`config.mk`:
```
export PLATFORM = sky130hd
export DESIGN_NAME = instr_fetch_unit_flat
export DESIGN_NICKNAME = d
export VERILOG_FILES = /design/src/rtl/instr_fetch_if.sv /design/src/rtl/instr_fetch_unit.sv /design/src/flat_wrapper.sv
export SDC_FILE = /design/constraint.sdc
export NUM_CORES = 1
export LEC_CHECK = 0
export BUFFER_PORTS_ARGS = -buffer_cell sky130_fd_sc_hd__clkbuf_2
export CORE_MARGIN = 4
export CORE_UTILIZATION = 35
export CTS_CLUSTER_DIAMETER = 40
export CTS_CLUSTER_SIZE = 40
export DETAILED_ROUTE_END_ITERATION = 8
export HOLD_SLACK_MARGIN = 0.15
export PLACE_DENSITY_LB_ADDON = 0.12
export SETUP_SLACK_MARGIN = 0.3
export SLEW_MARGIN = 20
export SYNTH_ARGS = -nofsm -noshare
export SYNTH_HDL_FRONTEND = slang
export SYNTH_SLANG_ARGS = --single-unit
```
`constraint.sdc`:
```
create_clock -name clk -period 5.5 [get_ports clk]
set_input_delay 1.375 -clock clk [delete_from_list [all_inputs] [get_ports clk]]
set_output_delay 1.375 -clock clk [all_outputs]
set_load 0.02 [all_outputs]
```
`src/rtl/instr_fetch_if.sv`:
```
// Fetch-side bus bundle: PC in, instruction/stall out, and the line-fill
// request/burst channel toward instruction memory.
interface instr_fetch_if;
  logic [31:0] PC;
  logic        invalidate;
  logic [31:0] instr;
  logic        fetch_stall;
  logic        misaligned;
  logic        mem_req;
  logic [31:0] mem_addr;
  logic        mem_gnt;
  logic        mem_rvalid;
  logic [31:0] mem_rdata;

  modport master (
    input  PC, invalidate, mem_gnt, mem_rvalid, mem_rdata,
    output instr, fetch_stall, misaligned, mem_req, mem_addr
  );

  modport slave (
    output PC, invalidate, mem_gnt, mem_rvalid, mem_rdata,
    input  instr, fetch_stall, misaligned, mem_req, mem_addr
  );
endinterface

```
`src/rtl/instr_fetch_unit.sv`:
```
// Fetch stage with a single-line instruction buffer; a miss pulls one aligned
// line from memory via req/gnt followed by an rvalid burst.
//
// state | meaning
// IDLE  | serving hits from the buffer, launching a fill on a miss
// REQ   | mem_req held high until mem_gnt
// FILL  | collecting LINE_WORDS beats into the buffer
module instr_fetch_unit #(
  parameter int          LINE_WORDS = 4,
  parameter logic [31:0] NOP_INSTR  = 32'h0000_0013
) (
  input logic          clk,
  input logic          rst,
  instr_fetch_if.master bus
);
  localparam int CNT_W = $clog2(LINE_WORDS);
  localparam int OFF   = CNT_W + 2;
  localparam int TAG_W = 32 - OFF;
  localparam logic [CNT_W-1:0] LAST_BEAT = CNT_W'(LINE_WORDS - 1);

  typedef enum logic [1:0] {IDLE, REQ, FILL} state_t;

  state_t             state;
  logic [31:0]        line_data [LINE_WORDS];
  logic [TAG_W-1:0]   tag_q;
  logic               valid;
  logic               inval_pend;
  logic [CNT_W-1:0]   beat_cnt;
  logic               mem_req_q;
  logic [31:0]        mem_addr_q;

  logic [TAG_W-1:0]   pc_tag;
  logic [CNT_W-1:0]   pc_idx;
  logic               misal;
  logic               hit;

  assign pc_tag = bus.PC[31:OFF];
  assign pc_idx = bus.PC[OFF-1:2];
  assign misal  = |bus.PC[1:0];
  assign hit    = valid && (tag_q == pc_tag);

  assign bus.misaligned = misal;
  assign bus.mem_req    = mem_req_q;
  assign bus.mem_addr   = mem_addr_q;

  always_comb begin
    bus.instr       = NOP_INSTR;
    bus.fetch_stall = 1'b1;
    if (!rst && state == IDLE) begin
      if (misal) begin
        bus.fetch_stall = 1'b0;
      end else if (hit) begin
        bus.instr       = line_data[pc_idx];
        bus.fetch_stall = 1'b0;
      end
    end
  end

  always_ff @(posedge clk) begin
    if (rst) begin
      state      <= IDLE;
      valid      <= 1'b0;
      inval_pend <= 1'b0;
      beat_cnt   <= '0;
      mem_req_q  <= 1'b0;
      mem_addr_q <= '0;
    end else begin
      case (state)
        IDLE: begin
          inval_pend <= 1'b0;
          if (bus.invalidate) valid <= 1'b0;
          if (!misal && !hit) begin
            mem_addr_q <= {pc_tag, {OFF{1'b0}}};
            mem_req_q  <= 1'b1;
            state      <= REQ;
          end
        end
        REQ: begin
          if (bus.invalidate) inval_pend <= 1'b1;
          if (bus.mem_gnt) begin
            mem_req_q <= 1'b0;
            beat_cnt  <= '0;
            state     <= FILL;
          end
        end
        FILL: begin
          if (bus.invalidate) inval_pend <= 1'b1;
          if (bus.mem_rvalid) begin
            line_data[beat_cnt] <= bus.mem_rdata;
            beat_cnt            <= beat_cnt + 1'b1;
            if (beat_cnt == LAST_BEAT) begin
              // An invalidate on the final beat counts as pending too.
              tag_q <= mem_addr_q[31:OFF];
              valid <= !(inval_pend || bus.invalidate);
              state <= IDLE;
            end
          end
        end
        default: state <= IDLE;
      endcase
    end
  end
endmodule

```
`src/flat_wrapper.sv`:
```
// flat-port wrapper written by rule: the top's interface ports become plain ports
module instr_fetch_unit_flat 
#(
  parameter int          LINE_WORDS = 4,
  parameter logic [31:0] NOP_INSTR  = 32'h0000_0013
)
  (clk, rst, bus_PC, bus_invalidate, bus_mem_gnt, bus_mem_rvalid, bus_mem_rdata, bus_instr, bus_fetch_stall, bus_misaligned, bus_mem_req, bus_mem_addr);
  instr_fetch_if bus_i ();
  input logic clk;
  input logic rst;
  input wire logic [$bits(bus_i.PC)-1:0] bus_PC;
  input wire logic [$bits(bus_i.invalidate)-1:0] bus_invalidate;
  input wire logic [$bits(bus_i.mem_gnt)-1:0] bus_mem_gnt;
  input wire logic [$bits(bus_i.mem_rvalid)-1:0] bus_mem_rvalid;
  input wire logic [$bits(bus_i.mem_rdata)-1:0] bus_mem_rdata;
  output wire logic [$bits(bus_i.instr)-1:0] bus_instr;
  output wire logic [$bits(bus_i.fetch_stall)-1:0] bus_fetch_stall;
  output wire logic [$bits(bus_i.misaligned)-1:0] bus_misaligned;
  output wire logic [$bits(bus_i.mem_req)-1:0] bus_mem_req;
  output wire logic [$bits(bus_i.mem_addr)-1:0] bus_mem_addr;
  assign bus_i.PC = bus_PC;
  assign bus_i.invalidate = bus_invalidate;
  assign bus_i.mem_gnt = bus_mem_gnt;
  assign bus_i.mem_rvalid = bus_mem_rvalid;
  assign bus_i.mem_rdata = bus_mem_rdata;
  assign bus_instr = bus_i.instr;
  assign bus_fetch_stall = bus_i.fetch_stall;
  assign bus_misaligned = bus_i.misaligned;
  assign bus_mem_req = bus_i.mem_req;
  assign bus_mem_addr = bus_i.mem_addr;
  instr_fetch_unit #(.LINE_WORDS(LINE_WORDS), .NOP_INSTR(NOP_INSTR)) u_core (.clk(clk), .rst(rst), .bus(bus_i));
endmodule
```
==> key figures, run 1 <==
Placement
  • Post-DP HPWL: 10.2 mm
  • IO Port Bufs: 131
  • Cells after DPL: around 840
  • Routability-driven placement congestion ratio: a little over 0.7

Timing
  • Clk_skew: around 0.011 ns
  • Tcrit/Tclk final: 0.829
  • RSZ-0062 raised after global routing: false
  • Final Max Tran Viols: 0
  • Hold Fails Final Rpt: 0
  • Hold WS: between 0.4 and 0.5 ns
  • TNS Setup: 0 ns
  • Worst-Margin Slew: ~0.74 ns
  • Relative slew slack: 0.509
  • Fin crit period: ~4.6 ns
  • Final setup fails: 0
  • Fmax: between 0.2 and 0.25 GHz

Critical path
  • Crit path DAT: 3.18 ns
  • R2R cell count: 5
  • Crit end category: output pin
  • Worst R2R End: u_core.line_data[1][26]
  • Flop-to-flop setup slack: about 3.2 ns
  • Type of origin of the critical path: input port
  • CP max FO: 32
  • FF-to-FF Start: u_core.state[0]
  • CP endpoint: bus_instr[1]
  • Critical path class: in2out
  • Required @ worst endpoint: roughly 4.1 ns
  • CP startpoint: bus_PC[29]

Pwr
  • P per Cell Area: approximately 330 nW/um^2
  • Leak pwr: between 3 and 4 nW
  • Worst VDD drop: between 0.2 and 0.25 mV

Layout
  • Diode count: 0
  • Reg area: roughly 5400 sq um
  • Fin util: 0.435
  • Multi-input logic area: 2030 sq um
  • Final Instance Count excl. Fillers: 867
  • Share of cells above drive strength 1: 0.365
  • Nets: ~660
  • Area Growth Syn to Fin: 21.9%
  • Most common cell after layout, fill and taps aside: edfxtp_1
  • Commonest cells after routing, fill and taps aside: 156 x edfxtp_1, 131 x clkbuf_2, 35 x dfxtp_1, 34 x nor2_1, 32 x mux4_2
  • Filler instances: 1952

Detailed routing
  • Vias per cell: roughly 4.7
  • Drt wl/cell: ~18 microns
  • Vias: just over 4000
  • Routed Antenna Nets: 0
  • # DRC: 0
  • Starting DRT DRC Count: roughly 140
  • TritonRoute pass-1 iters: 4
  • Total Wirelength: 15.4 mm

GRT
  • Met3 usage: 0.0378
  • First-pass GRT wire length: 24.3 mm
  • Vias in the first global route: 4416
  • Met2 usage: 0.221
  • GRT Max-Usage Layer: met2
  • Largest net degree at the start of global routing: 43
  • Met1 Resource Use GR: 0.171
  • Overflow after GRT: 0
  • Initial antenna violation count: 1
  • GRT Resource Usage Total: 0.134

Logic synthesis
  • Mapped Cells: about 440
  • Post-synthesis sequential area ratio: 0.715
  • Synth cell types: 38
  • Synthesized cell area: about 7500 sq um
  • Synthesized area per cell: ~17 sq um
  • Yosys warning total: 0
  • FF+latch count, synth: between 150 and 200

Clock network
  • CTS tree: yes
  • Clock latency on the worst-skew pair: 0.43 ns
  • Max Buffers Root-to-Sink: 2
  • Total CTS buffers: 17
  • Post-CTS resize count: 0
  • Clock-pin slew of the registers on the worst-case setup and hold paths: 0.08 ns
  • H-tree depth: 4
  • # clock sinks: around 190
  • # hold bufs at CTS: 0
  • Post-CTS Setup Inserts: 0
  • Root buffer cell: clkbuf_16

Hold path
  • Hold Crit Class: reg2reg

Die
  • Core ar.: about 21000 sq um
  • Num rows: between 50 and 60
  • Initial core utilization: 0.357
  • Die area: around 24000 sq um
  • Die width: approximately 150 microns
  • Ports: between 100 and 150
  • Die H: between 150 and 200 microns

Outcome
  • Status: complete, no violations

Flow run
  • Max-cap viol count: 0
==> through the flow <==
step	power, mW	cell area [sq um]	worst slack, ns
global route	3.13	9180	0.733
CTS	3.04	9180	0.870
finish	3.00	9180	0.942
floorplan	1.74	7540	0.877
detailed placement	1.81	8580	0.889
global placement	1.81	8570	0.867
==> synth_stat cells <==
library cell	count	share of area
clkbuf_1	11	0.0055
ha_1	7	0.012
o2111ai_1	1	0.0012
o32ai_1	1	0.0012
a222oi_1	1	0.0013
buf_6	3	0.0045
nor3_1	2	0.0013
a21oi_1	4	0.0027
and3_1	1	0.00083
nand4_1	6	0.0050
edfxtp_1	156	0.62
dfxtp_1	35	0.093
o21ai_0	4	0.0027
nand2b_1	2	0.0017
a211oi_1	2	0.0020
xnor2_1	26	0.030
nor4_1	2	0.0017
inv_2	1	0.00050
conb_1	1	0.00050
mux4_2	32	0.096
o211ai_1	1	0.0010
nor3b_1	3	0.0030
nand2_1	5	0.0025
nor4_4	1	0.0028
nor2_1	36	0.018
buf_1	2	0.0010
nor2b_1	29	0.024
inv_1	11	0.0055
a221oi_1	1	0.0012
buf_4	4	0.0040
or2_1	3	0.0025
a211o_1	3	0.0035
mux2i_1	29	0.039
a22oi_1	1	0.0010
buf_2	3	0.0020
and2_1	1	0.00083
xor2_1	1	0.0012
nand3_1	3	0.0020
==> power by group <==
part	switching (mW)	internal, mW	total, mW
logic	0.105	0.0828	0.188
registers	0.0107	1.58	1.59
clock network	0.577	0.651	1.23
==> worst min-delay path by stage <==
stage	from	endpoint	cells past startpoint
2_1_floorplan	u_core.inval_pend	u_core.inval_pend	2
3_3_place_gp	u_core.bus.mem_addr[12]	u_core.tag_q[8]	0
3_5_place_dp	u_core.bus.mem_addr[10]	u_core.tag_q[6]	0
4_1_cts	u_core.bus.mem_addr[8]	u_core.tag_q[4]	0
5_1_grt	u_core.bus.mem_addr[8]	u_core.tag_q[4]	0
6_report	u_core.bus.mem_addr[8]	u_core.tag_q[4]	0
==> cells by family (layout without fill, tap and decap cells) <==
group / count (synthesis) / after routing / synth area share
simple gates: 94 / 94 / 0.0662
flops: 191 / 191 / 0.715
other cells: 1 / 4 / 0.000498
compound gates: 19 / 19 / 0.0176
xor+xnor: 27 / 27 / 0.0314
fa+ha+maj: 7 / 7 / 0.0116
mux: 61 / 61 / 0.134
buf+inv: 35 / 189 / 0.0229
==> worst max-delay path: stages <==
cell and delay (ns):
clkbuf_2 0.10, xnor2_1 0.19, nand4_1 0.11, nor4_1 0.39
buf_4 0.21, nand4_1 0.09, buf_4 0.27, or2_1 0.27
clkbuf_2 0.16
==> per-layer routing <==
metal | part of all wire | up-vias
met5 | 0.00084 | -
met4 | 0.011 | 2
met3 | 0.046 | 13
met2 | 0.51 | 83
met1 | 0.44 | 2019
li1 | - | 1924
==> layout make-up <==
class,instances,share of cell area
sequential,191,0.587
clock inverter,15,0.0188
timing repair buffer,145,0.0843
clock buffer,17,0.0464
tap,275,0.0375
inverter,12,0.00491
multi-input combinational,212,0.221
==> sequential cells by signal, indices dropped and copies added, names as in the netlist <==
signal and flops:
u_core.bus.mem_req 1, u_core.tag_q 28, u_core.inval_pend 1, u_core.bus.mem_addr 28, u_core.state 2, u_core.valid 1, u_core.beat_cnt 2, u_core.line_data 128
(Power assumes the default switching activity.)
==> run 2: changes to the inputs <==
clock period = 3.91 ns   (was 5.5 ns; I/O delays follow)
==> key figures, run 2 (synthesis gave the netlist of run 1 again) <==
GRT
  • Overflow after GRT: 0 (unchanged)
  • Largest net degree at the start of global routing: 43 (unchanged)
  • Initial antenna violation count: 0 (was 1)
  • First-pass GRT wire length: 24.1 mm (was 24.3 mm)
  • Vias in the first global route: 4382 (was 4416)
  • GRT Resource Usage Total: 0.132 (was 0.134)

Die
  • Core ar.: 21100 sq um (unchanged)
  • Die H: 155 microns (unchanged)
  • Num rows: 53 (unchanged)
  • Initial core utilization: 0.357 (unchanged)
  • Die width: 155 microns (unchanged)
  • Die area: 23900 sq um (unchanged)
  • Ports: 136 (unchanged)

Detailed routing
  • Wl on met1: 7.10 mm (was 6.72 mm)
  • Total Wirelength: 16.4 mm (was 15.4 mm)
  • Vias per cell: 4.82 (was 4.66)
  • Routed Antenna Nets: 0 (unchanged)
  • Starting DRT DRC Count: 291 (was 136)
  • DR top layer: met4 (was met5)
  • Drt wl/cell: 18.8 microns (was 17.8 microns)
  • # DRC: 0 (unchanged)
  • TritonRoute pass-1 iters: 4 (unchanged)
  • DR WL met2: 8.35 mm (was 7.80 mm)
  • Met3 layer wire length in the routed design: 760 microns (was 717 microns)
  • Vias: 4203 (was 4041)

Critical path
  • Worst Path Buf+Inv: 5 (was 4)
  • Crit end category: output pin (unchanged)
  • Type of origin of the critical path: input port (unchanged)
  • Required @ worst endpoint: 2.93 ns (was 4.12 ns)
  • Crit path DAT: 2.69 ns (was 3.18 ns)
  • CP max FO: 8 (was 32)
  • Cell family with most CP delay: simple AND/OR/NAND/NOR gates (unchanged)
  • Max incr delay on CP: 0.34 ns (was 0.39 ns)
  • Critical path class: in2out (unchanged)
  • Worst-path cell chain: buf_8 > xnor2_4 > nand4_1 > nor4_2 > buf_4 > nand4_1 > buf_6 > buf_12 > or2_1 > buf_6 (was clkbuf_2 > xnor2_1 > nand4_1 > nor4_1 > buf_4 > nand4_1 > buf_4 > or2_1 > clkbuf_2)
  • Critical path's slowest cell: nor4_2 (was nor4_1)

Layout
  • Commonest cells after routing, fill and taps aside: 156 x edfxtp_1, 92 x clkbuf_2, 35 x dfxtp_1, 34 x nor2_1 (was 156 x edfxtp_1, 131 x clkbuf_2, 35 x dfxtp_1, 34 x nor2_1, 32 x mux4_2)
  • Fin util: 0.455 (was 0.435)
  • Nets: 660 (was 655)
  • Most common cell after layout, fill and taps aside: edfxtp_1 (unchanged)
  • Number of flip-flops in the largest register: 128 (unchanged)
  • Final Instance Count excl. Fillers: 872 (was 867)
  • Share of cells above drive strength 1: 0.410 (was 0.365)
  • Area Growth Syn to Fin: 27.5% (was 21.9%)
  • Diode count: 0 (unchanged)
  • Reg with most FFs: u_core.line_data (unchanged)

Timing
  • Tcrit/Tclk final: 0.939
  • Worst-Margin Slew: 0.541 ns (was 0.736 ns)
  • Fin crit period: 3.67 ns
  • Final worst slack: 0.239 ns (was 0.942 ns)
  • RSZ-0062 raised after global routing: true (was false)
  • Final setup fails: 0 (unchanged)
  • Final Max Tran Viols: 0 (unchanged)
  • Hold Fails Final Rpt: 0 (unchanged)
  • Clk_skew: 0.0117 ns (was 0.0109 ns)
  • Fmax: between 0.2 and 0.3 GHz
  • Relative slew slack: 0.639 (was 0.509)

Placement
  • Routability-driven placement congestion ratio: 0.758 (was 0.726)
  • IO Port Bufs: 131 (unchanged)
  • Post-DP HPWL: 9.75 mm (was 10.2 mm)
  • Place WS: 0.169 ns (was 0.889 ns)
  • Cells after DPL: 834 (was 835)

Clock network
  • Clock-pin slew of the registers on the worst-case setup and hold paths: 0.07 ns (was 0.08 ns)
  • Root buffer cell: clkbuf_16 (unchanged)
  • H-tree depth: 4 (unchanged)
  • # clock sinks: 191 (unchanged)
  • Total CTS buffers: 17 (unchanged)
  • Clock latency on the worst-skew pair: 0.43 ns (about the same)
  • CTS tree: yes (unchanged)
  • # hold bufs at CTS: 0 (unchanged)
  • Max Buffers Root-to-Sink: 2 (unchanged)

Pwr
  • Leak pwr: 3.48 nW (was 3.28 nW)
  • Total power: 4.24 mW (was 3.00 mW)
  • P per Cell Area: 442 nW/um^2 (was 327 nW/um^2)
  • Worst VDD drop: 0.281 mV (was 0.209 mV)

Flow run
  • Max-cap viol count: 0 (unchanged)

Hold path
  • Hold Crit Class: reg2reg (unchanged)

Outcome
  • Status: complete, no violations (unchanged)
run 2: cell types whose count changed in the layout (fill, tap and decap cells not counted), sizes merged:
cell and delta:
buf +41, clkbuf -36
run 2: path summary, 6_finish.rpt:
path / start / to / slack, ns / cells after the start
max reg2reg: u_core.tag_q[25] / u_core.bus.mem_addr[27] / 1.69 / 9
min reg2reg: u_core.bus.mem_addr[17] / u_core.tag_q[13] / 0.46 / 0
min: u_core.bus.mem_addr[17] / u_core.tag_q[13] / 0.46 / 0
max: bus_PC[29] / bus_instr[0] / 0.24 / 10
run 2: stage by stage:
stage | area, sq um | TNS [ns] | hold WS, ns
2_1_floorplan | 7540 | -19.71 | 0.450
3_3_place_gp | 8580 | 0 | 0.438
3_5_place_dp | 8580 | 0 | 0.441
4_1_cts | 9190 | 0 | 0.458
5_1_grt | 9600 | 0 | 0.473
6_report | 9600 | 0 | 0.459
run 2: worst register-to-register path, stage by stage (launching register included):
cell      delay [ns]
edfxtp_1        0.47
xnor2_4         0.18
nand4_1         0.09
nor4_2          0.07
buf_4           0.14
buf_4           0.13
a211oi_4        0.18
buf_4           0.47
mux2i_1         0.32
nor2_1          0.06
run 2: layout make-up:
| type | count | area, sq um |
|---|---|---|
| Fill cell | 1903 | 11500 |
| Timing Repair Buffer | 150 | 1050 |
| Multi-Input combinational cell | 212 | 2180 |
| Tap cell | 275 | 344 |
| Clock inverter | 15 | 171 |
| Clock buffer | 17 | 425 |
| Sequential cell | 191 | 5390 |
| Inverter | 12 | 45.0 |
run 2: power by group:
group	total, mW	leakage, nW	internal [mW]	switching, mW
Clock	1.73	0.290	0.917	0.815
Sequential	2.23	1.69	2.22	0.0147
Combinational	0.277	1.50	0.126	0.151
run 2: metal layers:
metal / GRT usage / vias up
met5: 0 / -
met4: 0.0353 / 0
met3: 0.0403 / 11
met2: 0.226 / 103
met1: 0.164 / 2147
li1: - / 1942
run 2: what timing repair did:
item / 4_1_cts / 5_1_grt
pin swaps: 1 / 24
resized for setup: 3 / 121
gates cloned: 0 / 3
buffers inserted: 0 / 3
endpoints found under the setup margin: 32 / 33
